===== config.mk =====
export PLATFORM = sky130hd
export DESIGN_NAME = lvds_word_framer
export DESIGN_NICKNAME = d
export VERILOG_FILES = /design/src/rtl/lvds_word_framer.sv
export SDC_FILE = /design/constraint.sdc
export NUM_CORES = 1
export LEC_CHECK = 0
export CORE_ASPECT_RATIO = 2
export CORE_UTILIZATION = 30
export CTS_CLUSTER_SIZE = 25
export DETAILED_ROUTE_END_ITERATION = 8
export PLACE_DENSITY = 0.5
export SLEW_MARGIN = 10
export SYNTH_ARGS = -nofsm -noshare
export SYNTH_HDL_FRONTEND = slang
export SYNTH_SLANG_ARGS = --single-unit

===== constraint.sdc =====
create_clock -name RxClkDiv -period 8.2 [get_ports RxClkDiv]
set_input_delay 1.64 -clock RxClkDiv [delete_from_list [all_inputs] [get_ports RxClkDiv]]
set_output_delay 1.64 -clock RxClkDiv [all_outputs]
set_load 0.1 [all_outputs]

===== src/rtl/lvds_word_framer.sv =====
// Per-lane word aligner for deserialised LVDS data: barrel-rotates each lane until the frame
// pattern (MSB=1, LSB=0) is seen C_LockCount times in a row. Define FRAMER_ERRCNT_EN for ErrCnt.
module lvds_word_framer #(
    parameter int C_Channels    = 2,
    parameter int C_WordWidth   = 12,
    parameter int C_LockCount   = 4,
    parameter int C_UnlockCount = 2
) (
    input  logic                                      RxClkDiv,
    input  logic                                      RxRst,
    input  logic                                      RxDataRdy,
    input  logic [C_Channels*C_WordWidth-1:0]         RxData,
    output logic [C_Channels*C_WordWidth-1:0]         RxDataOut,
    output logic                                      RxDataValid,
    output logic [C_Channels*$clog2(C_WordWidth)-1:0] RotAmount,
    output logic [C_Channels-1:0]                     ChLocked,
    output logic                                      AllLocked,
    output logic [C_Channels*16-1:0]                  ErrCnt
);

    localparam int            W         = C_WordWidth;
    localparam int            RW        = $clog2(C_WordWidth);
    localparam logic [RW-1:0] ROT_MAX   = RW'(W - 1);
    localparam logic [7:0]    GOOD_LAST = 8'(C_LockCount - 1);
    localparam logic [7:0]    BAD_LAST  = 8'(C_UnlockCount - 1);

    typedef enum logic [1:0] {
        HUNT,
        CHECK,
        LOCKED
    } state_t;

    state_t          state    [C_Channels];
    logic [RW-1:0]   rot      [C_Channels];
    logic [7:0]      good_cnt [C_Channels];
    logic [7:0]      bad_cnt  [C_Channels];
    logic [W-1:0]    rot_word [C_Channels];
    logic [C_Channels-1:0] good;
    logic [2*W-1:0]  dbl;

    function automatic logic [RW-1:0] next_rot(input logic [RW-1:0] r);
        return (r == ROT_MAX) ? '0 : r + RW'(1);
    endfunction

    // Upper half of {raw,raw} << rot is the circular left rotation of raw by rot.
    always_comb begin
        dbl      = '0;
        good     = '0;
        rot_word = '{default: '0};
        for (int n = 0; n < C_Channels; n++) begin
            dbl         = {RxData[n*W +: W], RxData[n*W +: W]} << rot[n];
            rot_word[n] = dbl[2*W-1:W];
            good[n]     = rot_word[n][W-1] & ~rot_word[n][0];
        end
    end

    always_comb begin
        RotAmount = '0;
        for (int n = 0; n < C_Channels; n++) begin
            RotAmount[n*RW +: RW] = rot[n];
        end
    end

    assign AllLocked = &ChLocked;

    always_ff @(posedge RxClkDiv) begin
        if (RxRst) begin
            RxDataValid <= 1'b0;
            RxDataOut   <= '0;
            ChLocked    <= '0;
            for (int n = 0; n < C_Channels; n++) begin
                state[n]    <= HUNT;
                rot[n]      <= '0;
                good_cnt[n] <= '0;
                bad_cnt[n]  <= '0;
            end
        end else begin
            RxDataValid <= RxDataRdy;
            if (RxDataRdy) begin
                for (int n = 0; n < C_Channels; n++) begin
                    RxDataOut[n*W +: W] <= rot_word[n];
                    case (state[n])
                        HUNT: begin
                            if (good[n]) begin
                                state[n]    <= CHECK;
                                good_cnt[n] <= 8'd1;
                            end else begin
                                rot[n] <= next_rot(rot[n]);
                            end
                        end
                        CHECK: begin
                            if (good[n]) begin
                                if (good_cnt[n] == GOOD_LAST) begin
                                    state[n]    <= LOCKED;
                                    ChLocked[n] <= 1'b1;
                                    good_cnt[n] <= '0;
                                end else begin
                                    good_cnt[n] <= good_cnt[n] + 8'd1;
                                end
                            end else begin
                                state[n]    <= HUNT;
                                rot[n]      <= next_rot(rot[n]);
                                good_cnt[n] <= '0;
                            end
                        end
                        LOCKED: begin
                            if (good[n]) begin
                                bad_cnt[n] <= '0;
                            end else if (bad_cnt[n] == BAD_LAST) begin
                                state[n]    <= HUNT;
                                ChLocked[n] <= 1'b0;
                                rot[n]      <= next_rot(rot[n]);
                                bad_cnt[n]  <= '0;
                            end else begin
                                bad_cnt[n] <= bad_cnt[n] + 8'd1;
                            end
                        end
                        default: begin
                            state[n]    <= HUNT;
                            ChLocked[n] <= 1'b0;
                        end
                    endcase
                end
            end
        end
    end

`ifdef FRAMER_ERRCNT_EN
    // Counts every bad word seen while locked, including the one that drops lock.
    always_ff @(posedge RxClkDiv) begin
        if (RxRst) begin
            ErrCnt <= '0;
        end else if (RxDataRdy) begin
            for (int n = 0; n < C_Channels; n++) begin
                if (state[n] == LOCKED && !good[n] && ErrCnt[n*16 +: 16] != 16'hFFFF) begin
                    ErrCnt[n*16 +: 16] <= ErrCnt[n*16 +: 16] + 16'd1;
                end
            end
        end
    end
`else
    assign ErrCnt = '0;
`endif

endmodule


==> results of run 1 <==
## cells in the final DEF (no fill, tap or decap), drive strengths merged, types with 6 or more instances in the layout
cell,instances
a21oi,14
edfxtp,43
mux2,21
a211oi,6
and3,11
clkdlybuf4s50,62
xor2,15
dfxtp,28
conb,32
o21ai,12
mux2i,43
nand2,26
clkbuf,10
ha,8
mux4,23
inv,11
nor3,8
xnor2,10
clkinv,8
nor2,79
nand3,23
## path summary, 6_finish.rpt
path	slack, ps	cells past startpoint	endpoint	start
setup / recovery	3810	7	good_cnt[1][5]	RxRst
hold / removal	490	2	RxDataOut[5]	RxDataOut[5]
setup reg to reg	4950	6	good_cnt[1][5]	rot[1][2]
hold reg to reg	490	2	RxDataOut[5]	RxDataOut[5]
## state kept, by name (all words and copies together) (netlist names)
register	flops
good_cnt	16
ChLocked	2
RxDataValid	1
RxDataOut	24
state	4
bad_cnt	16
rot	8
## cell type report
cell class / instances / area [um^2] / share of cell area [%]
inverter: 16 / 60.1 / 0.996
clock buffer: 10 / 239 / 3.97
multi-input combinational: 393 / 2940 / 48.7
clock inverter: 6 / 36.3 / 0.602
sequential: 71 / 1850 / 30.7
tap: 207 / 259 / 4.30
timing repair buffer: 65 / 643 / 10.7
## layer usage
layer  routed length (um)  global-route usage [%]  up-vias
met4                  279                    6.15        0
met3                  305                    1.75       17
met2                 6870                    27.1       92
li1                     -                       -     1889
met5                    0                       0        -
met1                 4680                    15.4     1876
## power by group through the flow
stage | clock network [mW] | registers (mW) | logic (mW)
after floorplan | 0 | 0.587 | 0.303
after global placement | 0 | 0.466 | 0.515
after detailed placement | 0 | 0.468 | 0.518
after CTS | 0.372 | 0.460 | 0.521
after global routing | 0.385 | 0.466 | 0.550
final | 0.361 | 0.460 | 0.518
## worst register-to-register path: stages, from the launching register on
cell and delay [ps]:
edfxtp_1 690, inv_1 390, mux4_2 490, nor3_1 70
a21oi_1 660, nor2_1 140, or3_1 510
## logic make-up (layout without fill, tap and decap cells)
kind of cell / after synthesis / count (layout) / synth area share, %
multiplexers: 87 / 87 / 23.5
AND/OR/NAND/NOR: 176 / 176 / 16.6
adder cells (fa/ha/maj): 8 / 8 / 1.96
buffers and inverters: 74 / 97 / 8.30
XOR/XNOR: 25 / 25 / 4.30
flip-flops: 71 / 71 / 36.3
other: 1 / 32 / 0.0736
AO/OA/AOI/OAI: 65 / 65 / 8.91
## stage by stage
step           instances  total power [mW]
6_report             768              1.34
5_1_grt              768              1.40
4_1_cts              768              1.35
3_5_place_dp         752             0.986
3_3_place_gp         752             0.981
2_1_floorplan        538             0.890
==> flow_summary.ini, run 1 <==
[outcome]
status = complete, no violations

[critical_path]
arrival_ps = 4430
critPathMaxStageDelay_ps = 1200
cp_max_fo = 29
start_kind = primary input
worst-path-buf-inv = 3
crit_chain = clkdlybuf4s50_1 > inv_1 > nand2_1 > clkinv_1 > nand3_1 > nor2_1 > or3_1
cp_data_required_time_ps = 8240
worst-setup-path-type = primary input to flip-flop
critPathCaptureType = flip-flop
slowest_stage = clkdlybuf4s50_1
cp_top_family = buffers and inverters

[floorplan]
die_h_um = 186
die_area_um2 = 17500
num_rows = 67
ioPinCount = 95
coreArea_um2 = 16700
die_w_um = 94.2
initial_core_util_pct = 30.5

[clock_tree]
htree_levels = 3
postCtsHoldBufs = 0
clkSinkCount = 71
worstSkewPairLatency_ps = 340
cts.clk_slew.worst_paths_ps = 60
cts_resized = 0
cts_tree = built
cts_buffers = 9
clk_path_buf_depth = 2
cts_root_buffer = clkbuf_16
post_cts_buffers = 0

[power]
p_leak_nw = 2.24
power_density_nw_per_um2 = 222
clockPowerShare_pct = 27.0
p_switching_mw = 0.546
max-vdd-ir-drop_v = 0.000108
seq_power_share_pct = 34.3
combPwrFrac_pct = 38.7
intPower_mw = 0.793
sw_frac_of_total_pct = 40.8

[place]
gp_congestion = 0.790
dp_hpwl_mm = 9.30
pre_cts_slack_ps = 3410
numPortBuffers = 62
placedInstanceArea_um2 = 5750

[synth]
synth.distinct_cells = 58
yosysTopAreaCell = edfxtp_1
yosys-top-cells-count = nor2_1, edfxtp_1, mux2i_1, buf_4, dfxtp_1
synth_edf_count = 43
synthArstFlopShare_pct = 0
synth_area_per_cell_um2 = 10.1
syn_inst = 507
synth_top_area_share_pct = 25.3
synthFlopType = edfxtp_1
ys_warn_count = 0
synth.most_common_cell = nor2_1
synthTopCellsByArea = edfxtp_1, dfxtp_1, mux4_2, mux2i_1, nor2_1
ys_ff_latch = 71
synth_area_um2 = 5100
yosysSeqAreaShare_pct = 36.3

[layout]
antenna_cells = 0
nFillCells = 1678
drive_above_1_share_pct = 14.4
final_area_um2 = 6030
syn_to_final_growth_pct = 18.3
nets = 591
final_util_pct = 36.1

[sta]
setup-tns-final_ps = 0
hold_ws_ps = 490
setup_viol = 0
timing.fmax_mhz = 228
hold_viol_final = 0
setup_slack_ps = 3810
tightestPinTransition_ps = 1180
slew_headroom_pct = 20.5
clock-skew-final_ps = 9.81
maxSlewViolCount = 0
min_period_over_period_pct = 53.6
period_needed_ps = 4390
rsz0062_at_grt = no

[global_routing]
antenna_found_initial = 0
grt_max_degree = 34
grtUsageTotal_pct = 14.4
overflow = 0
first_global_vias = 3938
grt_pass1_wl_mm = 19.8

[routing]
drtAntennaViolNets = 0
dr_total_vias = 3874
first_pass_iters = 4
vias_per_cell = 5.04
finalWirelength_mm = 12.1
drtIter0Drc = 206
drc_errors = 0
wire_per_inst_um = 15.8

[job]
max_cap_viol_count = 0

[hold_path]
hold_class = flip-flop to flip-flop
Note: power is estimated with default switching activity, not from simulation.
==> run 2, diff against run 1 <==
- clock period: 8.2 -> 4.3 ns (I/O delays scaled with it)
==> flow_summary.ini, run 2 (same netlist as run 1, synthesis figures left out) <==
[global_routing]
antenna_found_initial = 0
first_global_vias = 4013
grtUsageTotal_pct = 14.8
overflow = 0
grt_pass1_wl_mm = 20.2
grt_max_degree = 33

[routing]
dr_total_vias = 3942
finalWirelength_mm = 12.1
wire_per_inst_um = 15.6
drtAntennaViolNets = 0
first_pass_iters = 4
drc_errors = 0
vias_per_cell = 5.09
drtIter0Drc = 173

[outcome]
status = complete, no violations

[layout]
fin_cells = 774
drive_above_1_share_pct = 15.3
final_common_cell = nor2_1
top_regs = RxDataOut x24, bad_cnt x16, good_cnt x16
antenna_cells = 0
nFillCells = 1682
top_register = RxDataOut
largest_reg_flops = 24
syn_to_final_growth_pct = 19.3
final_cell_mix = nor2_1, clkdlybuf4s50_1, mux2i_1, edfxtp_1, conb_1
final_area_um2 = 6080
nets = 597

[power]
max-vdd-ir-drop_v = 0.000194
p_leak_nw = 2.29
power_density_nw_per_um2 = 427

[floorplan]
ioPinCount = 95
die_area_um2 = 17500
coreArea_um2 = 16700
initial_core_util_pct = 30.5
die_h_um = 186
die_w_um = 94.2
num_rows = 67

[critical_path]
worst-setup-path-type = flip-flop to output port
worst-path-buf-inv = 1
cp_top_family = buffers and inverters
slowest_stage = clkdlybuf4s50_1
cp_data_required_time_ps = 3440
r2r_setup_slack_ps = 1000
r2r-end = good_cnt[1][2]
r2r_cells = 6
cp_max_fo = 24
start_kind = flip-flop
critPathMaxStageDelay_ps = 1270
arrival_ps = 2470
critPathCaptureType = output port
rr_startpoint = rot[1][0]
crit_chain = clkdlybuf4s50_1

[sta]
min_period_over_period_pct = 77.5
maxSlewViolCount = 0
rsz0062_at_grt = no
setup_viol = 0
timing.fmax_mhz = 300
hold_viol_final = 0
slew_headroom_pct = 33.2
clock-skew-final_ps = 6.37
setup-tns-final_ps = 0
tightestPinTransition_ps = 993
period_needed_ps = 3330

[clock_tree]
worstSkewPairLatency_ps = 340
cts.clk_slew.worst_paths_ps = 60
cts_tree = built
postCtsHoldBufs = 0
cts_buffers = 9
clkSinkCount = 71
cts_resized = 0
post_cts_buffers = 0
clk_path_buf_depth = 2
htree_levels = 3
cts_root_buffer = clkbuf_16

[hold_path]
whs_path_depth = 2
hp-start = RxDataOut[5]
hold_class = flip-flop to flip-flop
hold_end = RxDataOut[5]

[place]
numPortBuffers = 62
placedInstanceArea_um2 = 5790
gp_congestion = 0.813
dp_hpwl_mm = 9.39
dp.cells = 758

[job]
max_cap_viol_count = 0
## run 2: cell count changes in the layout (fill, tap and decap cells not counted)
cell             before  now
clkinvlp_4            3    0
buf_4                 3   11
bufinv_16             0    1
o21ai_1               1    0
clkbuf_1              0    1
o21ai_0              11   12
clkinv_1              6    7
clkdlybuf4s50_1      62   60
## run 2: how the worst max path moves through the flow
| stage | from | end | slack [ps] | cells after the start |
|---|---|---|---|---|
| floorplan | rot[0][0] | bad_cnt[0][2] | 1000 | 8 |
| global placement | RxData[12] | good_cnt[1][7] | 690 | 7 |
| detailed placement | RxData[12] | good_cnt[1][7] | 640 | 7 |
| CTS | rot[0][2] | RotAmount[2] | 970 | 1 |
| global route | rot[1][0] | bad_cnt[1][7] | 600 | 6 |
| finish | rot[0][2] | RotAmount[2] | 970 | 1 |
## run 2: where the power goes
part	total [mW]	switching (mW)	leakage, nW	internal, mW
sequential	0.871	0.0802	0.681	0.790
clock	0.730	0.271	0.144	0.459
combinational	0.999	0.674	1.46	0.325
## run 2: per-layer routing
metal  up-vias  GRT usage [%]  share of wire [%]
met4         0           6.92                2.4
met2        98           28.1                 58
met1      1927           15.2                 36
met3        13           2.36                2.9
met5         -              0                  0
li1       1904              -                  -
## run 2: per-stage QoR
stage               hold slack (ps)  worst slack (ps)  utilization, %  power, mW
floorplan                       571              1000               -       1.70
global placement                465               686            34.7       1.88
detailed placement              477               640            34.7       1.89
CTS                             485               965            36.5       2.63
global route                    508               604            36.5       2.72
finish                          481               968            36.5       2.60
## run 2: cell type report
type,instances,area (um^2),area share [%]
flip-flops and latches,71,1850,30.4
well taps,207,259,4.26
clock inverters,5,47.5,0.782
inverters,16,60.1,0.987
multi-input cells,393,2940,48.3
repair buffers,71,683,11.2
clock buffers,11,243,3.99
==> run 3, diff against run 2 <==
- PLACE_DENSITY: 0.5 -> 0.52
- clock period: 4.3 -> 3 ns (I/O delays scaled with it)
==> flow_summary.ini, run 3 (same netlist as run 1, synthesis figures left out) <==
[critical_path]
path_depth = 7
cp-endpoint = good_cnt[0][6]
slowest_stage = mux4_2
cp_max_fo = 8
start_kind = primary input
cp_data_required_time_ps = 3040
worst-path-buf-inv = 1
critPathLaunch = RxData[6]
critPathMaxStageDelay_ps = 490
cp_top_family = multiplexers
r2r-end = good_cnt[0][6]
crit_chain = clkdlybuf4s50_1 > mux4_2 > mux2_4 > o2111a_4 > or2_4 > o21ai_0 > nand2_2
r2r_cells = 7
r2r_setup_slack_ps = 360
critPathCaptureType = flip-flop
arrival_ps = 2880
worst-setup-path-type = primary input to flip-flop
rr_startpoint = rot[0][0]

[power]
power_density_nw_per_um2 = 609
p_total_mw = 3.92
max-vdd-ir-drop_v = 0.000344
p_leak_nw = 2.59

[clock_tree]
cts_tree = built
cts_root_buffer = clkbuf_16
htree_levels = 3
clk_path_buf_depth = 2
cts.clk_slew.worst_paths_ps = 60
clkSinkCount = 71
worstSkewPairLatency_ps = 320
cts_buffers = 9

[sta]
clock-skew-final_ps = 8.72
setup_slack_ps = 158
maxSlewViolCount = 0
rsz0062_at_grt = no
setup-tns-final_ps = 0
slew_headroom_pct = 64.8
period_needed_ps = 2840
min_period_over_period_pct = 94.7
tightestPinTransition_ps = 523
timing.fmax_mhz = 352
hold_viol_final = 0
setup_viol = 0

[global_routing]
first_global_vias = 4126
grt_pass1_wl_mm = 20.3
antenna_found_initial = 0
grtUsageTotal_pct = 14.6
grt_max_degree = 33
overflow = 0

[layout]
top_regs = RxDataOut x24, bad_cnt x16, good_cnt x16
syn_to_final_growth_pct = 26.2
nets = 643
final_area_um2 = 6430
final_util_pct = 38.6
final_cell_mix = buf_4, nor2_1, mux2i_1, edfxtp_1, conb_1
antenna_cells = 0
top_register = RxDataOut
largest_reg_flops = 24
drive_above_1_share_pct = 28.5
final_common_cell = buf_4

[floorplan]
coreArea_um2 = 16700
num_rows = 67
ioPinCount = 95
initial_core_util_pct = 30.5
die_w_um = 94.2
die_area_um2 = 17500
die_h_um = 186

[hold_path]
hp-start = RxDataOut[5]
hold_class = flip-flop to flip-flop

[routing]
drtAntennaViolNets = 0
finalWirelength_mm = 12.4
drtIter0Drc = 280
first_pass_iters = 5
vias_per_cell = 4.96
wire_per_inst_um = 15.1
drc_errors = 0
dr_total_vias = 4066

[place]
dp_hpwl_mm = 9.90
gp_congestion = 0.840
placedInstanceArea_um2 = 6080
numPortBuffers = 62
pre_cts_slack_ps = -181

[job]
max_cap_viol_count = 0

[outcome]
status = complete, no violations
-- run 3: cell types whose count changed in the layout (fill, tap and decap cells not counted), sizes merged --
cell,before,now
buf,11,91
bufinv,1,2
clkbuf,11,9
clkdlybuf4s50,60,26
clkinv,9,7
clkinvlp,0,2
inv,11,12
-- run 3: timing repair --
item | CTS | global route
endpoints found under the setup margin | 0 | 9
setup buffers | 0 | 2
gates resized for setup | 0 | 1
hold buffers | 0 | 0
-- run 3: routing by layer --
layer / track usage (%) / wire [um] / share of wire (%) / vias up
li1: - / - / - / 2000
met5: 0 / 0 / 0 / -
met2: 27.3 / 7000 / 56 / 101
met3: 1.59 / 328 / 2.6 / 10
met4: 6.27 / 206 / 1.7 / 0
met1: 16.1 / 4870 / 39 / 1955
-- run 3: worst min-delay path, delay by kind of cell (launching register included) --
kind,cells,cell delay (ps)
AO/OA/AOI/OAI,1,60
flip-flops,1,310
AND/OR/NAND/NOR,1,70
-- run 3: worst min-delay path by stage --
stage                     cells after the start  slack (ps)        endpoint
after detailed placement                      2         480    RxDataOut[5]
after floorplan                               2         570  good_cnt[1][7]
after global placement                        2         460    RxDataOut[5]
final                                         2         480    RxDataOut[5]
after CTS                                     2         490    RxDataOut[5]
after global routing                          2         520    RxDataOut[5]
-- run 3: final cells by class --
type / instances / area (um^2)
fillers: 1654 / 10200
multi-input cells: 393 / 2970
flip-flops and latches: 71 / 1850
repair buffers: 117 / 968
well taps: 207 / 259
clock buffers: 9 / 225
clock inverters: 7 / 95.1
inverters: 16 / 60.1
-- run 3: stage by stage --
stage          std cells  hold slack [ps]
2_1_floorplan        538              571
3_5_place_dp         802              484
5_1_grt              820              519
6_report             820              485
3_3_place_gp         802              464
4_1_cts              818              492
-- run 3: power breakdown --
part,internal [mW],switching (mW),total (mW)
combinational,0.537,1.02,1.55
clock,0.728,0.411,1.14
sequential,1.13,0.0965,1.23
total,2.40,1.52,3.92
